`src/rtl/cpu_pkg.sv`:
```
// Shared CPU definitions: default datapath width, PC vectors and PC-unit FSM states.
package cpu_pkg;

   localparam int          CPU_XLEN      = 32;
   localparam logic [31:0] CPU_RESET_VEC = 32'h0000_0000;
   localparam logic [31:0] CPU_TRAP_VEC  = 32'h0000_0100;
   localparam int          CPU_INC       = 4;

   typedef enum logic {
      PC_RUN  = 1'b0,
      PC_HALT = 1'b1
   } pc_state_e;

endpackage

```
`src/rtl/pc_target_sel.sv`:
```
// Redirect target selection: computes the branch, JAL and JALR targets,
// picks one by priority (JALR > JAL > branch), and flags a misaligned pick.
module pc_target_sel
   import cpu_pkg::*;
#(
   parameter int XLEN = CPU_XLEN
) (
   input  logic              [XLEN-1:0] i_pc,
   input  logic                         i_branch_taken,
   input  logic signed       [XLEN-1:0] i_branch_off,
   input  logic                         i_jal,
   input  logic signed       [XLEN-1:0] i_jal_off,
   input  logic                         i_jalr,
   input  logic              [XLEN-1:0] i_jalr_base,
   input  logic signed       [XLEN-1:0] i_jalr_off,
   output logic                         o_redirect,
   output logic              [XLEN-1:0] o_target,
   output logic                         o_misaligned
);

   // Two's-complement addition is identical for signed and unsigned operands
   // modulo 2^XLEN, so the offsets are reinterpreted and wrap silently.
   logic [XLEN-1:0] branch_tgt;
   logic [XLEN-1:0] jal_tgt;
   logic [XLEN-1:0] jalr_sum;

   assign branch_tgt = i_pc + $unsigned(i_branch_off);
   assign jal_tgt    = i_pc + $unsigned(i_jal_off);
   assign jalr_sum   = i_jalr_base + $unsigned(i_jalr_off);

   // Priority mux over the redirect sources; bit0 of the JALR target is cleared.
   always_comb begin
      o_redirect = 1'b1;
      o_target   = '0;
      if (i_jalr) begin
         o_target = {jalr_sum[XLEN-1:1], 1'b0};
      end else if (i_jal) begin
         o_target = jal_tgt;
      end else if (i_branch_taken) begin
         o_target = branch_tgt;
      end else begin
         o_redirect = 1'b0;
      end
   end

   // Only a real redirect can fault; the sequential increment is never checked.
   assign o_misaligned = o_redirect && (o_target[1:0] != 2'b00);

endmodule

```
`src/rtl/pc_unit.sv`:
```
// Program-counter unit: sequential fetch, branch/JAL/JALR redirect,
// EBREAK halt with external resume, stall, and misaligned-target trap.
module pc_unit
   import cpu_pkg::*;
#(
   parameter int              XLEN      = CPU_XLEN,
   parameter logic [XLEN-1:0] RESET_VEC = XLEN'(CPU_RESET_VEC),
   parameter logic [XLEN-1:0] TRAP_VEC  = XLEN'(CPU_TRAP_VEC),
   parameter int              INC       = CPU_INC
) (
   input  logic                   i_clk,
   input  logic                   i_rst,
   input  logic                   i_stall,
   input  logic                   i_branch_taken,
   input  logic signed [XLEN-1:0] i_branch_off,
   input  logic                   i_jal,
   input  logic signed [XLEN-1:0] i_jal_off,
   input  logic                   i_jalr,
   input  logic        [XLEN-1:0] i_jalr_base,
   input  logic signed [XLEN-1:0] i_jalr_off,
   input  logic                   i_ebreak,
   input  logic                   i_resume,
   output logic        [XLEN-1:0] o_pc,
   output logic        [XLEN-1:0] o_pc_link,
   output logic                   o_halted,
   output logic                   o_trap,
   output logic        [XLEN-1:0] o_epc
);

   localparam logic [XLEN-1:0] INC_V = XLEN'(INC);

   pc_state_e       state_q, state_d;
   logic [XLEN-1:0] pc_q, pc_d;
   logic            halted_q, halted_d;
   logic            trap_q, trap_d;
   logic [XLEN-1:0] epc_q, epc_d;

   logic            redirect;
   logic [XLEN-1:0] target;
   logic            misaligned;

   pc_target_sel #(
      .XLEN (XLEN)
   ) u_target_sel (
      .i_pc           (pc_q),
      .i_branch_taken (i_branch_taken),
      .i_branch_off   (i_branch_off),
      .i_jal          (i_jal),
      .i_jal_off      (i_jal_off),
      .i_jalr         (i_jalr),
      .i_jalr_base    (i_jalr_base),
      .i_jalr_off     (i_jalr_off),
      .o_redirect     (redirect),
      .o_target       (target),
      .o_misaligned   (misaligned)
   );

   // Next-state logic: stall > ebreak > redirect (trap or jump) > increment in RUN;
   // in HALT only resume matters and it steps past the EBREAK.
   always_comb begin
      state_d  = state_q;
      pc_d     = pc_q;
      halted_d = halted_q;
      trap_d   = 1'b0;
      epc_d    = epc_q;
      case (state_q)
         PC_RUN: begin
            if (i_stall) begin
               pc_d = pc_q;
            end else if (i_ebreak) begin
               state_d  = PC_HALT;
               halted_d = 1'b1;
            end else if (redirect) begin
               if (misaligned) begin
                  pc_d   = TRAP_VEC;
                  epc_d  = pc_q;
                  trap_d = 1'b1;
               end else begin
                  pc_d = target;
               end
            end else begin
               pc_d = pc_q + INC_V;
            end
         end
         PC_HALT: begin
            if (i_resume) begin
               state_d  = PC_RUN;
               halted_d = 1'b0;
               pc_d     = pc_q + INC_V;
            end
         end
         default: begin
            state_d  = PC_RUN;
            halted_d = 1'b0;
         end
      endcase
   end

   // State and output registers; reset overrides everything, including HALT and a trap pulse.
   always_ff @(posedge i_clk) begin
      if (i_rst) begin
         state_q  <= PC_RUN;
         pc_q     <= RESET_VEC;
         halted_q <= 1'b0;
         trap_q   <= 1'b0;
         epc_q    <= '0;
      end else begin
         state_q  <= state_d;
         pc_q     <= pc_d;
         halted_q <= halted_d;
         trap_q   <= trap_d;
         epc_q    <= epc_d;
      end
   end

   assign o_pc      = pc_q;
   assign o_pc_link = pc_q + INC_V;
   assign o_halted  = halted_q;
   assign o_trap    = trap_q;
   assign o_epc     = epc_q;

endmodule

```
`config.mk`:
```
export PLATFORM = sky130hd
export DESIGN_NAME = pc_unit
export DESIGN_NICKNAME = d
export VERILOG_FILES = /design/src/rtl/cpu_pkg.sv /design/src/rtl/pc_target_sel.sv /design/src/rtl/pc_unit.sv
export SDC_FILE = /design/constraint.sdc
export NUM_CORES = 1
export LEC_CHECK = 0
export ABC_AREA = 1
export BUFFER_PORTS_ARGS = -buffer_cell sky130_fd_sc_hd__buf_2
export CORE_MARGIN = 1
export CORE_UTILIZATION = 50
export DETAILED_ROUTE_END_ITERATION = 6
export PLACE_DENSITY = 0.77
export SLEW_MARGIN = 20
export SYNTH_ARGS = -nofsm -noshare
export SYNTH_HDL_FRONTEND = slang
export SYNTH_SLANG_ARGS = --single-unit
```
`constraint.sdc`:
```
create_clock -name i_clk -period 5.4 [get_ports i_clk]
set_input_delay 0.54 -clock i_clk [delete_from_list [all_inputs] [get_ports i_clk]]
set_output_delay 0.54 -clock i_clk [all_outputs]
set_load 0.005 [all_outputs]
```
==> results.txt <==
worst-path fanout max -> 35
root buf cell -> clkbuf_16
P&R area growth vs syn -> 17.7%
Register Area -> 1340 um^2
Final #Nets -> 2,102
Synth top area share -> 18.0%
register area share after synthesis -> 14.1%
flop2flop setup slack -> 2.04 ns
vias in the first global route -> 11,700
HP Class -> register to register
critical path startpoint category -> primary input
ANT cells -> 0
DP HPWL -> 31,600 um
FILL cells -> 1,955
I/O pin total -> 234
Max Cap Violations -> 0
DRC -> 3
Worst-Skew Late Latency -> 0.33 ns
post-CTS setup buffer count -> 0
Setup-failing EPs final -> 0
DR iter-0 viols -> 1,297
Async SR Flop Fraction -> 0%
worst hold endpoint -> o_epc[31]
full die area -> 19,600 um^2
CP Data Arrival Time -> 3.69 ns
Hold Startpoint -> o_epc[31]
Rows -> 50
pwr dens -> 214 nW/um^2
final hold vios -> 0
setup TNS -> 0 ns
CP endpoint kind -> register
fin cells -> 2,108
CTS sink count -> 67
Peak VDD IR -> 0.198 mV
Post-CTS Hold Buffers -> 0
WHS -> 0.462 ns
post-synthesis sequential element count -> 67
reg2reg end -> o_epc[8]
# port buffers -> 233
Rel. slew slack -> 30.7%
deepest clock path buffer count -> 2
Least-Margin Pin Slew -> 1.04 ns
final worst-path cycle share -> 64.6%
Die Y -> 140 um
leading area contributor after synthesis -> nand2_1
Crit Path Category -> primary input to register
Initial Util -> 51.0%
Die Wd -> 140 um
synth unique cells -> 48
Setup Skew -> 0.00921 ns
min Tclk post-route -> 3.49 ns
Syn Area/Cell -> 5.74 um^2
CTS buffer count -> 9
Core ar. -> 18,700 um^2
synthesized instance count -> 1,662
Pre-antenna DRT Iters -> 7
layout cells sized above 1 -> 15.6%
Post-synth EDFFs -> 0
CTS resizes -> 0
main flop type after synthesis -> dfxtp_1
post-detailed-route count of antenna-violating nets -> 0
Congestion Overflow GR -> 0
largest net degree at the start of global routing -> 42
H-tree levels -> 3
Synth area leaders -> nand2_1 (18%), dfxtp_1 (14%), ha_1 (12%), a21oi_1 (11%), nand3_1 (8.9%)
RSZ-0062 raised after global routing -> false
DR vias -> 12,400
syn_nets -> 1,894
routed length per instance -> 18.5 um
failing checks -> DRC
initial antenna violation count -> 0
first-pass GRT wire length -> 60,300 um
GRT Util Overall -> 39.7%
P_leak -> 0.00589 uW
Worst-path clk slew -> 0.06 ns
fmax -> 0.287 GHz
Syn. warnings -> 0
Hold Path Cell Cnt -> 2
CTS tree -> done
Final Max Tran Viols -> 0
mapped cell area -> 9540 um^2
worst reg2reg startpoint -> o_pc[1]
WL final -> 38,900 um
CP Data Required Time -> 5.60 ns
Final Wtd Congestion -> 1.05
Worst R2R Path Depth -> 10
status -> complete, but fails checks
Placed Instances -> 2,093
area occupied by multi-input gates -> 7360 um^2
vias per cell -> 5.87
[worst max-delay path, cell delays in order]
cell     delay, ns
buf_2         0.22
inv_2         0.28
nand2_2       0.29
inv_2         0.41
o21ai_1       0.12
nand3_1       0.10
o21ai_2       0.12
inv_2         0.45
nand2_1       0.77
nand2_1       0.27
a21oi_1       0.08
[stage by stage]
stage          area, um^2  util (%)  power [uW]  setup slack [ns]
2_1_floorplan        9540         -        1280              3.13
3_3_place_gp        10900      58.1        1630              1.75
3_5_place_dp        10900      58.1        1640              1.63
4_1_cts             11200      60.0        2370              2.00
5_1_grt             11200      60.0        2550              1.62
6_report            11200      60.0        2400              1.91
[routing by layer]
metal / share of wire [%] / GRT usage (%) / vias to the layer above
met4: 7.2 / 26.4 / 0
met2: 45 / 66.0 / 704
li1: - / - / 6003
met1: 38 / 47.4 / 5483
met5: 0 / 0 / -
met3: 9.7 / 6.19 / 179
[synthesized netlist by cell type, types with 2 or more instances]
master    count
dfxtp_1      67
o22ai_1       2
nor2_1      146
a21o_1       10
inv_2         5
buf_2         7
or2_2         9
xnor2_1      30
a21boi_0      2
nor3_1       20
inv_1       175
nor2_2        3
nand3_1     170
nand3b_1     12
ha_1         93
o211ai_1     14
a31oi_1       4
buf_4         2
o21ai_2       3
nor2_4        3
o21ai_1       3
xor2_1       17
o21bai_1      8
xor2_2        2
buf_1         6
clkbuf_1     24
o21ai_0     107
nand4_1      11
a21oi_1     211
o21a_1        8
nor4_1        5
nand2_1     458
nand2_2       7
fa_1          3
and2_1        2
[cell families after synthesis]
family / synth area share [%]
buf+inv: 8.82
simple gates: 38.4
xor+xnor: 4.83
flops: 14.1
compound gates: 21.1
fa+ha+maj: 12.8
[worst max-delay path by stage]
| stage | end | from | slack [ns] | cells after the start |
|---|---|---|---|---|
| after floorplan | o_pc[7] | i_jal_off[0] | 3.13 | 12 |
| after global placement | o_epc[22] | i_jal | 1.75 | 11 |
| after detailed placement | o_epc[30] | i_jal | 1.63 | 11 |
| after CTS | o_epc[4] | i_jal | 2.00 | 11 |
| after global routing | o_epc[20] | i_jal | 1.62 | 11 |
| final | o_epc[17] | i_jal | 1.91 | 11 |
[cell type report]
type,instances,share of cell area (%)
Tap cell,234,2.61
Inverter,181,6.05
Clock inverter,6,1.23
Timing Repair Buffer,236,10.6
Clock buffer,9,2.01
Multi-Input combinational cell,1375,65.6
Sequential cell,67,11.9
[sequential cells by signal (all words and copies together), names as in the netlist]
name	flops
o_epc	32
o_halted	1
o_pc	32
o_trap	1
state_q	1
[cells in the final DEF, fill, tap and decap left out, types with 10 or more instances in the layout]
master,n
nand2_1,457
buf_2,233
a21oi_1,211
inv_1,175
nand3_1,170
nor2_1,145
o21ai_0,107
ha_1,93
dfxtp_1,67
xnor2_1,30
nor3_1,20
xor2_1,17
o211ai_1,14
nand3b_1,12
nand4_1,11
a21o_1,10
[where the power goes]
part,switching [uW],internal (uW)
registers,92.3,520
clock network,236,498
logic,686,372
No activity file was read; power rests on OpenSTA's default activity.
